## src/rtl/dds_freq_pkg.sv

```systemverilog
// Shared definitions for the DDS frequency-control front end:
// tuning-word table, sweep step and debounce FSM state encoding.
package dds_freq_pkg;

  // 1 kHz, 10 kHz, 100 kHz, 1 MHz at a 100 MHz accumulator clock
  localparam logic [31:0] FTW_TABLE [4] = '{32'd42950, 32'd429497, 32'd4294967, 32'd42949673};

  localparam logic [31:0] SWEEP_STEP = 32'd42950;

  typedef enum logic [1:0] {
    IDLE     = 2'd0,
    DB_PRESS = 2'd1,
    HELD     = 2'd2,
    DB_REL   = 2'd3
  } db_state_e;

endpackage

```

## src/rtl/key_debounce.sv

```systemverilog
// Key synchroniser, press/release debounce and short/long classification.
//
//   state    | meaning
//   ---------+------------------------------------------------------------
//   IDLE     | key released, waiting for a press
//   DB_PRESS | key low, waiting DB_CYC cycles of stable low
//   HELD     | press accepted, hold time accumulating
//   DB_REL   | key high, waiting DB_CYC cycles of stable high
//
// short_pulse / long_pulse are single-cycle, asserted in the cycle the
// release debounce completes.
module key_debounce
  import dds_freq_pkg::*;
#(
  parameter int unsigned DB_CYC   = 2_000_000,
  parameter int unsigned LONG_CYC = 100_000_000
) (
  input  logic sys_clk,
  input  logic rst_n,
  input  logic key_in,
  output logic short_pulse,
  output logic long_pulse
);

  logic        sync_1, key_s;
  db_state_e   state, state_nxt;
  logic [31:0] db_cnt;
  logic [31:0] hold_cnt;

  localparam logic [31:0] DB_LAST  = 32'(DB_CYC - 1);
  localparam logic [31:0] LONG_LIM = 32'(LONG_CYC);

  // Two-flop synchroniser, resets to the released level
  always_ff @(posedge sys_clk or negedge rst_n) begin
    if (!rst_n) begin
      sync_1 <= 1'b1;
      key_s  <= 1'b1;
    end else begin
      sync_1 <= key_in;
      key_s  <= sync_1;
    end
  end

  // State register plus debounce and saturating hold counters
  always_ff @(posedge sys_clk or negedge rst_n) begin
    if (!rst_n) begin
      state    <= IDLE;
      db_cnt   <= '0;
      hold_cnt <= '0;
    end else begin
      state <= state_nxt;
      case (state)
        IDLE:     db_cnt <= '0;
        DB_PRESS: db_cnt <= db_cnt + 32'd1;
        HELD:     db_cnt <= '0;
        DB_REL:   db_cnt <= key_s ? db_cnt + 32'd1 : '0;
        default:  db_cnt <= '0;
      endcase
      // hold time keeps running through release bounce
      if (state == DB_PRESS) begin
        hold_cnt <= '0;
      end else if ((state == HELD || state == DB_REL) && hold_cnt < LONG_LIM) begin
        hold_cnt <= hold_cnt + 32'd1;
      end
    end
  end

  // Next-state decode and classification strobes
  always_comb begin
    state_nxt   = state;
    short_pulse = 1'b0;
    long_pulse  = 1'b0;
    case (state)
      IDLE: begin
        if (!key_s) state_nxt = DB_PRESS;
      end
      DB_PRESS: begin
        if (key_s)                 state_nxt = IDLE;
        else if (db_cnt == DB_LAST) state_nxt = HELD;
      end
      HELD: begin
        if (key_s) state_nxt = DB_REL;
      end
      DB_REL: begin
        if (!key_s) begin
          state_nxt = HELD;
        end else if (db_cnt == DB_LAST) begin
          state_nxt = IDLE;
          if (hold_cnt >= LONG_LIM) long_pulse  = 1'b1;
          else                      short_pulse = 1'b1;
        end
      end
      default: state_nxt = IDLE;
    endcase
  end

endmodule

```

## src/rtl/dds_freq_ctrl.sv

```systemverilog
// DDS frequency-control front end: table index, FTW register, update strobe.
// Optional frequency sweep on long press is built when the macro
// DDS_FREQ_CTRL_SWEEP_EN is defined; otherwise a long press acts as a short one.
module dds_freq_ctrl
  import dds_freq_pkg::*;
#(
  parameter int unsigned CLK_HZ      = 100_000_000,
  parameter int unsigned DEBOUNCE_MS = 20,
  parameter int unsigned LONG_MS     = 1000,
  parameter int unsigned FTW_W       = 32,
  parameter int unsigned SWEEP_DIV   = 10_000
) (
  input  logic             sys_clk,
  input  logic             rst_n,
  input  logic             key_in,
  output logic [FTW_W-1:0] ftw,
  output logic             ftw_valid,
  output logic [1:0]       freq_idx,
  output logic             sweep_active
);

  localparam int unsigned DB_CYC   = CLK_HZ / 1000 * DEBOUNCE_MS;
  localparam int unsigned LONG_CYC = CLK_HZ / 1000 * LONG_MS;

  logic short_pulse, long_pulse;

  key_debounce #(
    .DB_CYC   (DB_CYC),
    .LONG_CYC (LONG_CYC)
  ) u_key_debounce (
    .sys_clk     (sys_clk),
    .rst_n       (rst_n),
    .key_in      (key_in),
    .short_pulse (short_pulse),
    .long_pulse  (long_pulse)
  );

`ifdef DDS_FREQ_CTRL_SWEEP_EN
  logic             sweep_q;
  logic [31:0]      sweep_cnt;
  logic [FTW_W-1:0] ftw_step;

  assign ftw_step     = ftw + FTW_W'(SWEEP_STEP);
  assign sweep_active = sweep_q;

  // Index/FTW register with sweep toggling on long press
  always_ff @(posedge sys_clk or negedge rst_n) begin
    if (!rst_n) begin
      ftw       <= FTW_W'(FTW_TABLE[0]);
      ftw_valid <= 1'b0;
      freq_idx  <= 2'd0;
      sweep_q   <= 1'b0;
      sweep_cnt <= '0;
    end else begin
      ftw_valid <= 1'b0;
      if (long_pulse) begin
        sweep_cnt <= '0;
        ftw_valid <= 1'b1;
        if (sweep_q) begin
          sweep_q <= 1'b0;
          ftw     <= FTW_W'(FTW_TABLE[freq_idx]);
        end else begin
          sweep_q  <= 1'b1;
          freq_idx <= 2'd0;
          ftw      <= FTW_W'(FTW_TABLE[0]);
        end
      end else if (sweep_q) begin
        if (sweep_cnt == 32'(SWEEP_DIV - 1)) begin
          sweep_cnt <= '0;
          ftw_valid <= 1'b1;
          ftw <= (ftw_step > FTW_W'(FTW_TABLE[3])) ? FTW_W'(FTW_TABLE[0]) : ftw_step;
        end else begin
          sweep_cnt <= sweep_cnt + 32'd1;
        end
      end else if (short_pulse) begin
        freq_idx  <= freq_idx + 2'd1;
        ftw       <= FTW_W'(FTW_TABLE[freq_idx + 2'd1]);
        ftw_valid <= 1'b1;
      end
    end
  end
`else
  assign sweep_active = 1'b0;

  // Index/FTW register; long and short presses both step the table
  always_ff @(posedge sys_clk or negedge rst_n) begin
    if (!rst_n) begin
      ftw       <= FTW_W'(FTW_TABLE[0]);
      ftw_valid <= 1'b0;
      freq_idx  <= 2'd0;
    end else begin
      ftw_valid <= 1'b0;
      if (short_pulse || long_pulse) begin
        freq_idx  <= freq_idx + 2'd1;
        ftw       <= FTW_W'(FTW_TABLE[freq_idx + 2'd1]);
        ftw_valid <= 1'b1;
      end
    end
  end
`endif

endmodule
```

## config.mk

```make
export PLATFORM = sky130hd
export DESIGN_NAME = dds_freq_ctrl
export DESIGN_NICKNAME = d
export VERILOG_FILES = /design/src/rtl/dds_freq_pkg.sv /design/src/rtl/key_debounce.sv /design/src/rtl/dds_freq_ctrl.sv
export SDC_FILE = /design/constraint.sdc
export NUM_CORES = 1
export LEC_CHECK = 0
export CORE_MARGIN = 5
export CORE_UTILIZATION = 44
export DETAILED_ROUTE_END_ITERATION = 6
export MAX_ROUTING_LAYER = met4
export PLACE_DENSITY = 0.64
export SLEW_MARGIN = 20
export SYNTH_ARGS = -nofsm -noshare
export SYNTH_HDL_FRONTEND = slang
export SYNTH_SLANG_ARGS = --single-unit
export TNS_END_PERCENT = 100
```

## constraint.sdc

```tcl
create_clock -name sys_clk -period 2.6 [get_ports sys_clk]
set_input_delay 0.52 -clock sys_clk [delete_from_list [all_inputs] [get_ports sys_clk]]
set_output_delay 0.52 -clock sys_clk [all_outputs]
set_load 0.01 [all_outputs]
```

==> flow_summary_export.csv <==
group,metric,value,unit
yosys,ys.flop_type,"dfrtp_1",
detailed_routing,drt-vias-per-instance,5.104,
worst_setup_path,cp-end-kind,"flop",
power,p_leak,0.001251,µW
yosys,synthMuxAreaShare,3.327,%
floorplanning,core,0.005574,mm²
place,dp_hpwl,3290,µm
worst_setup_path,worstSetupPathType,"reg -> reg",
timing,setup_slack,539.6,ps
finish,layout_common_cells,"dfrtp_1, nor2_1, clkdlybuf4s50_1, xor2_1, nand2_1",
worst_setup_path,r2r_slack,540,ps
worst_setup_path,startpoint_type,"flop",
detailed_routing,initialDrtViolationCount,138,
grt,grt_pass1_wl,8252,µm
worst_setup_path,r2r_cells,6,
yosys,synth_top_area_share,41.10,%
grt,grt_pass1_vias,1712,
floorplanning,die_w,86.24,µm
yosys,synthSimpleGateAreaFrac,23.68,%
floorplanning,initial_core_util,45.88,%
worst_hold_path,hp-class,"in -> async",
finish,instances_no_fill,346,
detailed_routing,first_pass_iters,4,
clocking,cts_buffers,5,
place,port_buffers,28,
yosys,ys_ff_latch,49,
finish,post-route-util,51.94,%
timing,fin_crit_sh,79.25,%
clocking,cts_max_level,2,
clocking,cts.reportedPaths.clkPinSlew,90,ps
yosys,yosys.area.top_type,"dfrtp_1",
detailed_routing,wire_per_inst,13.36,µm
clocking,cts_resized,0,
yosys,synth.distinct_cells,34,
worst_setup_path,crit_arrival,2300,ps
worst_setup_path,critPathLaunch,"u_key_debounce.db_cnt[2]$_DFF_PN0_",
detailed_routing,wl,4624,µm
yosys,syn_area,0.002557,mm²
power,vdd_drop_max,0.2231,mV
worst_setup_path,worstReg2RegStart,"u_key_debounce.db_cnt[2]$_DFF_PN0_",
grt,overflow,0,
worst_setup_path,slowest_delay,460,ps
timing,clock_skew,13.81,ps
yosys,yosys.area_share.xor_xnor,9.247,%
finish,nFillCells,496,
clocking,cts_tree,"built",
worst_setup_path,cp_max_fo,9,
grt,grt_usage,14.05,%
grt,antenna_found_initial,0,
clocking,clockRootBuffer,"clkbuf_8",
place,dpl.cell_count,338,
timing,relSlewSlack,56.73,%
finish,layout_commonest_cell,"dfrtp_1",
clocking,clock_sinks,49,
worst_setup_path,r2r_end,"u_key_debounce.db_cnt[29]$_DFF_PN0_",
floorplanning,rows,27,
yosys,syn_avg_cell_area,10.11,µm²
floorplanning,die_area,0.007437,mm²
detailed_routing,via_count,1766,
timing,period_needed,2060,ps
grt,grt_start_max_net_pins,50,
yosys,synthArstFlopShare,100.0,%
run,max-cap-violations,0,
worst_setup_path,crit_slowest_cell,"or4_1",
clocking,cts.path.max_buffers,2,
finish,nNetsFinal,284,
outcome,status,"completed",
timing,fmax,485.3,MHz
finish,syn_to_final_growth,13.21,%
worst_setup_path,required,2840,ps
timing,setup_viol,0,
timing,hold_viol,0,
finish,final_area,0.002895,mm²
yosys,synth_fa_ha_area_share,3.914,%
place,gp_congestion,0.8227,
finish,n_antenna_cell,0,
clocking,cts_setup_buffers,0,
yosys,synth_compound_area_share,2.544,%
clocking,clock_latency,300,ps
yosys,synthCells,253,
power,power.density,439.7,mW/mm²
yosys,synth_edf_count,0,
timing,finalSetupTns,0,ps
yosys,yosysSeqAreaShare,48.29,%
floorplanning,ioPinCount,39,
place,post_dp_cell_area,0.002801,mm²
floorplanning,dieHeight,86.24,µm
timing,worst_pin_slew,643.2,ps
yosys,synth_warnings,0,
timing,rsz0062_at_grt,"no",
detailed_routing,ant_nets,0,
finish,layout-drive-gt1-share,10.22,%
yosys,synthTopCellsByArea,"dfrtp_1, dfstp_2, buf_4",
yosys,synth_top_family_by_area,"simple AND/OR/NAND/NOR gates",
place,dp_slack,551.0,ps
timing,slew_viol_final,0,
detailed_routing,drc,0,
worst_setup_path,cp_cell_sequence,"nand3_1, nor4_4, buf_4, nand4_1, or4_1, nand2_1",
clocking,holdBufCountCts,0,
-- metal layers --
| layer | global-route usage (%) | vias up | wire length, µm |
|---|---|---|---|
| met1 | 18.62 | 845 | 2189 |
| met5 | - | - | 0 |
| met4 | 4.674 | 0 | 51 |
| met3 | 2.376 | 5 | 240 |
| li1 | - | 870 | - |
| met2 | 22.00 | 46 | 2142 |
-- where the power goes --
group          leakage [µW]  switching, µW  total, µW  internal, µW
combinational      0.000551           32.1       41.3          9.15
sequential         0.000655           6.14        775           769
clock             0.0000445            240        456           216
-- stage by stage --
| step | hold slack, ps | power (µW) |
|---|---|---|
| after floorplan | 224.4 | 820.0 |
| after global placement | 349.0 | 833.5 |
| after detailed placement | 350.3 | 832.8 |
| after CTS | 326.6 | 1296 |
| after global routing | 370.2 | 1338 |
| final | 310.6 | 1273 |
-- cells in the mapped netlist, types with 7 or more instances --
cell / count
ha_1: 8
nand3_1: 15
xor2_1: 19
nor2_1: 34
dfstp_2: 7
inv_1: 7
nand2_1: 16
buf_4: 23
nand4_1: 11
dfrtp_1: 42
xnor2_1: 8
-- critical path, delay by kind of cell, from the launching register on --
family                 cells  cell delay, ps
and+or+nand+nor            5            1360
buffers and inverters      1             210
DFF                        1             420
-- flip-flops by register name (all words and copies together), names as in the netlist, named ones only --
signal and flops:
u_key_debounce.db_cnt 32, u_key_debounce.state 1, u_key_debounce.sync_1 1, freq_idx 1
ftw 11, u_key_debounce.key_s 1, ftw_valid 1
-- worst max path at each step --
stage                                               end  slack [ps]
global route        u_key_debounce.db_cnt[29]$_DFF_PN0_         350
finish              u_key_debounce.db_cnt[29]$_DFF_PN0_         540
detailed placement  u_key_debounce.db_cnt[29]$_DFF_PN0_         550
global placement    u_key_debounce.db_cnt[29]$_DFF_PN0_         550
floorplan           u_key_debounce.db_cnt[28]$_DFF_PN0_         660
CTS                 u_key_debounce.db_cnt[29]$_DFF_PN0_         510
-- kinds of logic after synthesis --
| group | count (synthesis) |
|---|---|
| simple gates | 112 |
| flops | 49 |
| buf+inv | 37 |
| xor+xnor | 27 |
| compound gates | 11 |
| fa+ha+maj | 8 |
| mux | 8 |
| other cells | 1 |
-- area by class of cell --
type	instances	area, µm²	area share, %
sequential	49	1235	42.65
multi-input combinational	176	1130	39.02
timing repair buffer	34	320.3	11.06
tap	72	90.09	3.111
clock buffer	7	86.33	2.982
inverter	7	26.28	0.9075
clock inverter	1	7.507	0.2593
No activity file was read; power rests on OpenSTA's default activity.
